===== config.mk =====
export PLATFORM = sky130hd
export DESIGN_NAME = sample_scheduler_flat
export DESIGN_NICKNAME = d
export VERILOG_FILES = /design/src/rtl/sample_scheduler_if.sv /design/src/rtl/sample_scheduler.sv /design/src/flat_wrapper.sv
export SDC_FILE = /design/constraint.sdc
export NUM_CORES = 1
export LEC_CHECK = 0
export ABC_AREA = 1
export CAP_MARGIN = 10
export CORE_MARGIN = 2
export CORE_UTILIZATION = 50
export CTS_CLUSTER_DIAMETER = 50
export DETAILED_ROUTE_END_ITERATION = 8
export GPL_ROUTABILITY_DRIVEN = 0
export PLACE_DENSITY = 0.7
export SLEW_MARGIN = 30
export SYNTH_ARGS = -nofsm -noshare
export SYNTH_HDL_FRONTEND = slang
export SYNTH_SLANG_ARGS = --single-unit

===== constraint.sdc =====
create_clock -name clk -period 2.7 [get_ports clk]
set_clock_uncertainty 0.2 [all_clocks]
set_input_delay 0.405 -clock clk [delete_from_list [all_inputs] [get_ports clk]]
set_output_delay 0.405 -clock clk [all_outputs]
set_load 0.01 [all_outputs]

===== src/rtl/sample_scheduler_if.sv =====
// Handshake bundle between the sample scheduler (master) and the shared
// acquisition engine (slave).
interface sample_scheduler_if #(
    parameter int CH_W = 3
) ();
    logic            acq_req;
    logic [CH_W-1:0] acq_ch;
    logic            acq_ack;
    logic            acq_done;

    modport master (output acq_req, output acq_ch, input acq_ack, input acq_done);
    modport slave  (input acq_req, input acq_ch, output acq_ack, output acq_done);
endinterface


===== src/rtl/sample_scheduler.sv =====
// Grants one shared acquisition engine to NCH periodic sample sources, with
// per-channel overrun counters and a BUSY watchdog.
// Optional macro SAMPLE_SCHED_RR_EN: round-robin arbitration instead of fixed priority.
module sample_scheduler #(
    parameter int NCH     = 5,
    parameter int CH_W    = 3,
    parameter int CNT_W   = 8,
    parameter int TIMEOUT = 1000
) (
    input  logic                  clk,
    input  logic                  rst,
    input  logic [NCH-1:0]        ch_en,
    input  logic [NCH-1:0]        tick_in,
    sample_scheduler_if.master    acq,
    output logic                  busy,
    output logic [NCH-1:0]        pending,
    input  logic [CH_W-1:0]       ovr_sel,
    output logic [CNT_W-1:0]      ovr_cnt,
    input  logic                  ovr_clr,
    output logic                  timeout_err
);
    localparam int TO_W = (TIMEOUT > 1) ? $clog2(TIMEOUT) : 1;
    localparam logic [TO_W-1:0] TO_LAST = TO_W'(TIMEOUT - 1);

    typedef enum logic [1:0] {S_IDLE, S_REQ, S_BUSY} state_t;

    state_t            r_state, w_state_next;
    logic              r_req;
    logic [CH_W-1:0]   r_ch;
    logic              r_busy;
    logic              r_terr;
    logic [TO_W-1:0]   r_tmo, w_tmo_next;
    logic [NCH-1:0]    r_tick_d;
    logic [NCH-1:0]    w_pending;
    logic [CNT_W-1:0]  w_ovr [NCH];
    logic [CH_W-1:0]   w_winner;
    logic              w_grant;
    logic              w_tmo_fire;

    // Per-channel pending flag and saturating overrun counter.
    genvar gi;
    generate
        for (gi = 0; gi < NCH; gi++) begin : g_ch
            logic             r_pend;
            logic [CNT_W-1:0] r_cnt;
            logic             w_edge, w_gnt, w_inc, w_clr;

            assign w_edge = tick_in[gi] & ~r_tick_d[gi];
            assign w_gnt  = w_grant && (r_ch == CH_W'(gi));
            assign w_inc  = ch_en[gi] & w_edge & r_pend & ~w_gnt;
            assign w_clr  = ovr_clr && (ovr_sel == CH_W'(gi));

            always_ff @(posedge clk or posedge rst) begin
                if (rst) begin
                    r_pend <= 1'b0;
                    r_cnt  <= '0;
                end else begin
                    if (!ch_en[gi])
                        r_pend <= 1'b0;
                    else if (w_gnt)
                        r_pend <= w_edge;
                    else if (w_edge)
                        r_pend <= 1'b1;

                    if (w_clr)
                        r_cnt <= w_inc ? CNT_W'(1) : '0;
                    else if (w_inc && (r_cnt != '1))
                        r_cnt <= r_cnt + 1'b1;
                end
            end

            assign w_pending[gi] = r_pend;
            assign w_ovr[gi]     = r_cnt;
        end
    endgenerate

`ifdef SAMPLE_SCHED_RR_EN
    logic [CH_W-1:0] r_rr_ptr;

    always_comb begin
        int  idx;
        logic found;
        w_winner = '0;
        found    = 1'b0;
        idx      = 0;
        for (int k = 0; k < NCH; k++) begin
            idx = (int'(r_rr_ptr) + k) % NCH;
            if (!found && w_pending[idx]) begin
                w_winner = CH_W'(idx);
                found    = 1'b1;
            end
        end
    end

    always_ff @(posedge clk or posedge rst) begin
        if (rst)
            r_rr_ptr <= '0;
        else if (w_grant)
            r_rr_ptr <= (r_ch == CH_W'(NCH - 1)) ? '0 : r_ch + 1'b1;
    end
`else
    always_comb begin
        w_winner = '0;
        for (int k = NCH - 1; k >= 0; k--) begin
            if (w_pending[k])
                w_winner = CH_W'(k);
        end
    end
`endif

    always_comb begin
        w_state_next = r_state;
        w_tmo_next   = r_tmo;
        w_grant      = 1'b0;
        w_tmo_fire   = 1'b0;
        case (r_state)
            S_IDLE: begin
                if (|w_pending)
                    w_state_next = S_REQ;
            end
            S_REQ: begin
                // An ack in the same cycle as a disable still wins the grant.
                if (acq.acq_ack) begin
                    w_state_next = S_BUSY;
                    w_tmo_next   = '0;
                    w_grant      = 1'b1;
                end else if (!ch_en[r_ch]) begin
                    w_state_next = S_IDLE;
                end
            end
            S_BUSY: begin
                if (acq.acq_done) begin
                    w_state_next = S_IDLE;
                end else if (r_tmo == TO_LAST) begin
                    w_state_next = S_IDLE;
                    w_tmo_fire   = 1'b1;
                end else begin
                    w_tmo_next = r_tmo + 1'b1;
                end
            end
            default: w_state_next = S_IDLE;
        endcase
    end

    always_ff @(posedge clk or posedge rst) begin
        if (rst) begin
            r_state  <= S_IDLE;
            r_req    <= 1'b0;
            r_ch     <= '0;
            r_busy   <= 1'b0;
            r_terr   <= 1'b0;
            r_tmo    <= '0;
            r_tick_d <= '0;
        end else begin
            r_state  <= w_state_next;
            r_req    <= (w_state_next == S_REQ);
            r_busy   <= (w_state_next != S_IDLE);
            r_terr   <= w_tmo_fire;
            r_tmo    <= w_tmo_next;
            r_tick_d <= tick_in;
            if (r_state == S_IDLE && w_state_next == S_REQ)
                r_ch <= w_winner;
        end
    end

    always_comb begin
        ovr_cnt = '0;
        for (int k = 0; k < NCH; k++) begin
            if (ovr_sel == CH_W'(k))
                ovr_cnt = w_ovr[k];
        end
    end

    assign acq.acq_req  = r_req;
    assign acq.acq_ch   = r_ch;
    assign busy         = r_busy;
    assign pending      = w_pending;
    assign timeout_err  = r_terr;

endmodule


===== src/flat_wrapper.sv =====
// flat-port wrapper written by rule: the top's interface ports become plain ports
module sample_scheduler_flat 
#(
    parameter int NCH     = 5,
    parameter int CH_W    = 3,
    parameter int CNT_W   = 8,
    parameter int TIMEOUT = 1000
)
  (clk, rst, ch_en, tick_in, busy, pending, ovr_sel, ovr_cnt, ovr_clr, timeout_err, acq_acq_req, acq_acq_ch, acq_acq_ack, acq_acq_done);
  sample_scheduler_if #(.CH_W(CH_W)) acq_i ();
  input  logic clk;
  input  logic rst;
  input  logic [NCH-1:0] ch_en;
  input  logic [NCH-1:0] tick_in;
  output logic busy;
  output logic [NCH-1:0] pending;
  input  logic [CH_W-1:0] ovr_sel;
  output logic [CNT_W-1:0] ovr_cnt;
  input  logic ovr_clr;
  output logic timeout_err;
  output wire logic [$bits(acq_i.acq_req)-1:0] acq_acq_req;
  output wire logic [$bits(acq_i.acq_ch)-1:0] acq_acq_ch;
  input wire logic [$bits(acq_i.acq_ack)-1:0] acq_acq_ack;
  input wire logic [$bits(acq_i.acq_done)-1:0] acq_acq_done;
  assign acq_acq_req = acq_i.acq_req;
  assign acq_acq_ch = acq_i.acq_ch;
  assign acq_i.acq_ack = acq_acq_ack;
  assign acq_i.acq_done = acq_acq_done;
  sample_scheduler #(.NCH(NCH), .CH_W(CH_W), .CNT_W(CNT_W), .TIMEOUT(TIMEOUT)) u_core (.clk(clk), .rst(rst), .ch_en(ch_en), .tick_in(tick_in), .acq(acq_i), .busy(busy), .pending(pending), .ovr_sel(ovr_sel), .ovr_cnt(ovr_cnt), .ovr_clr(ovr_clr), .timeout_err(timeout_err));
endmodule

==> results.sh <==
export IMPL_final_cell_mix="175 x nand2_1, 100 x nand3_1, 68 x dfrtp_1"
export IMPL_path_max_fanout=9
export IMPL_grt_overflow_total=0
export IMPL_track_usage=0.2218
export IMPL_cts_hold_buf=0
export IMPL_die_width_um=97.35
export IMPL_critPathLaunch="ovr_sel[1]"
export IMPL_holdWs_ps=140.4
export IMPL_maxSlewHeadroom=0.7542
export IMPL_antenna_cells=0
export IMPL_syn_nets=628
export IMPL_p_leak_nw=2.539
export IMPL_cts_tree="yes"
export IMPL_final_max_slew_viol_count=0
export IMPL_use_met3=0.03597
export IMPL_cts_made_buffers=9
export IMPL_fill_cells=814
export IMPL_power_density_nw_per_um2=593.0
export IMPL_htree_levels=3
export IMPL_dieHeight_um=97.35
export IMPL_grt_first_pass_wirelength_mm=17.40
export IMPL_vias_per_cell=5.276
export IMPL_max_freq_mhz=390.3
export IMPL_die_area_um2=9476
export IMPL_clock_latency_ps=350
export IMPL_cp_end_kind="output pin"
export IMPL_cts_setup_buffers=0
export IMPL_drt_initial_drc_count=188
export IMPL_setup_ws_ps=138.1
export IMPL_cp_required_ps=2100
export IMPL_period_needed_ps=2562
export IMPL_drt_total_wl_mm=10.21
export IMPL_ys_types=33
export IMPL_vias=4015
export IMPL_cts_resized=10
export IMPL_syn_avg_cell_area_um2=7.213
export IMPL_wl_per_cell_um=13.42
export IMPL_grt_antenna_before_repair=0
export IMPL_use_met2=0.3536
export IMPL_worstPathCellList="dlygate4sd2_1 > inv_2 > buf_4 > nand3_4 > o21ai_0 > a21oi_1 > nand3_1 > clkdlybuf4s50_1"
export IMPL_start_util=0.5070
export IMPL_cp_slowest_stage_delay_ps=540
export IMPL_r2r_start="u_core.g_ch[3].r_cnt[0]"
export IMPL_arrival_ps=1960
export IMPL_hp_class="input port to asynchronous set/reset pin"
export IMPL_use_met1=0.3179
export IMPL_yosysWarnings=0
export IMPL_num_rows=34
export IMPL_grt_pass1_vias=3624
export IMPL_max_cap_violations=0
export IMPL_syn_to_final_growth_pct=15.57
export IMPL_status="complete, no violations"
export IMPL_netlist_area_um2=4357
export IMPL_cts_sinks=68
export IMPL_critPathKind="input port to output pin"
export IMPL_root_buffer="clkbuf_8"
export IMPL_core_area_um2=8593
export IMPL_firstDrtPassIters=5
export IMPL_tns_ps=0
export IMPL_numPortBuffers=36
export IMPL_hold_violations=0
export IMPL_cts_buffer_depth=2
export IMPL_startpoint_type="input port"
export IMPL_ant_nets=0
export IMPL_io_pins=37
export IMPL_slowest_stage="clkdlybuf4s50_1"
export IMPL_drc=0
export IMPL_grt_max_degree=54
export IMPL_tightestPinTransition_ps=367.3
export IMPL_ys_seq_area_frac=0.3906
export IMPL_irDropWorstVdd_mv=0.2219
export IMPL_nNetsFinal=673
export IMPL_final_common_cell="nand2_1"
export IMPL_grt_setup_unrepaired="false"
export IMPL_syn_inst=604
export IMPL_busiest_layer="met2"
export IMPL_post_route_period_util=0.9489
export IMPL_clkTransAtPathRegs_ps=80
export IMPL_pre_cts_ws_ps=-124.2
export IMPL_dp_hpwl_mm=7.604
export IMPL_ys_ff_latch=68
export IMPL_setup_viol=0
export IMPL_layout_drive_gt1_share=0.1164
[path summary, 6_finish.rpt]
path	endpoint	slack [ps]	depth (start not counted)
min in group clk	u_core.r_tick_d[0]	320	1
worst min register to register	u_core.r_tmo[1]	320	2
worst min-delay path	u_core.g_ch[1].r_cnt[0]	140	2
worst max register to register	u_core.g_ch[3].r_cnt[1]	800	8
max in group asynchronous	u_core.g_ch[2].r_cnt[5]	1550	3
worst max-delay path	ovr_cnt[3]	140	8
[report_power, final]
| group | switching, W | internal, W | leakage (nW) |
|---|---|---|---|
| clock network | 0.000405 | 0.000375 | 0.0872 |
| logic | 0.000471 | 0.000325 | 1.55 |
| registers | 0.000223 | 0.00119 | 0.906 |
| total | 0.00110 | 0.00189 | 2.54 |
[sequential cells by signal (all words and copies together), names as in the netlist]
signal,count
u_core.r_tmo,10
u_core.r_state,2
u_core.r_tick_d,5
u_core.acq.acq_ch,3
u_core.acq.acq_req,1
u_core.g_ch.r_pend,5
u_core.busy,1
u_core.g_ch.r_cnt,40
u_core.timeout_err,1
[per-stage QoR]
step                  util  cell area, µm²  std cells  total power [W]
finish              0.5859            5035        761         0.002986
global route        0.5859            5035        761         0.003176
CTS                 0.5859            5035        761         0.002997
detailed placement  0.5660            4863        746         0.002223
global placement    0.5660            4863        746         0.002195
floorplan                -            4357        604         0.001927
[area by class of cell]
type,instances,area [µm²],share of cell area
tap,108,135.1,0.02684
multi-input combinational,446,2275,0.4518
timing repair buffer,50,469.2,0.09319
clock buffer,11,151.4,0.03007
clock inverter,4,25.02,0.004970
inverter,74,277.8,0.05517
sequential,68,1702,0.3380
[Yosys cell counts]
cell        n  area share
nor2_8      1      0.0046
inv_1      57       0.049
nand3_1   100        0.11
xnor2_1     6       0.012
nand2_1   175        0.15
nand2_4     3      0.0078
nand4_1    25       0.036
clkinv_1    2      0.0017
buf_2       7      0.0080
o21ai_1    14       0.016
clkbuf_1    1     0.00086
nor3_4      1      0.0037
nand2_2     6      0.0086
ha_1        6       0.017
nand3_4     1      0.0040
nor3_1      5      0.0057
o22ai_1     5      0.0072
o21ai_0     7      0.0080
xor2_1     13       0.026
buf_4       6       0.010
a21o_1      1      0.0017
a31o_2      2      0.0040
buf_6       2      0.0052
o21bai_1    1      0.0017
nor2_4      2      0.0052
nand3b_1    7       0.012
nor2_2      4      0.0057
a21oi_1     9       0.010
nand3_2     7       0.016
inv_2      15       0.013
nor3_2      2      0.0046
nor2_1     43       0.037
dfrtp_1    68        0.39
[per-layer routing]
layer / vias up / part of all wire
met5: - / 0
met4: 0 / 0.0095
met3: 11 / 0.035
met2: 87 / 0.48
met1: 1855 / 0.48
li1: 2062 / -
[cell families after synthesis]
| family | after synthesis | share of synthesized area |
|---|---|---|
| buffers and inverters | 90 | 0.08817 |
| AOI/OAI and AO/OA | 39 | 0.04911 |
| xor gates and xnor gates | 19 | 0.03820 |
| and+or+nand+nor | 382 | 0.4167 |
| DFF | 68 | 0.3906 |
| adders and majority gates | 6 | 0.01723 |
[worst max-delay path: cells and delay by family]
kind            cells  cell delay, ps
compound gates      2             320
buf+inv             4            1050
simple gates        2             190
Power figures use the tool's default switching activity.
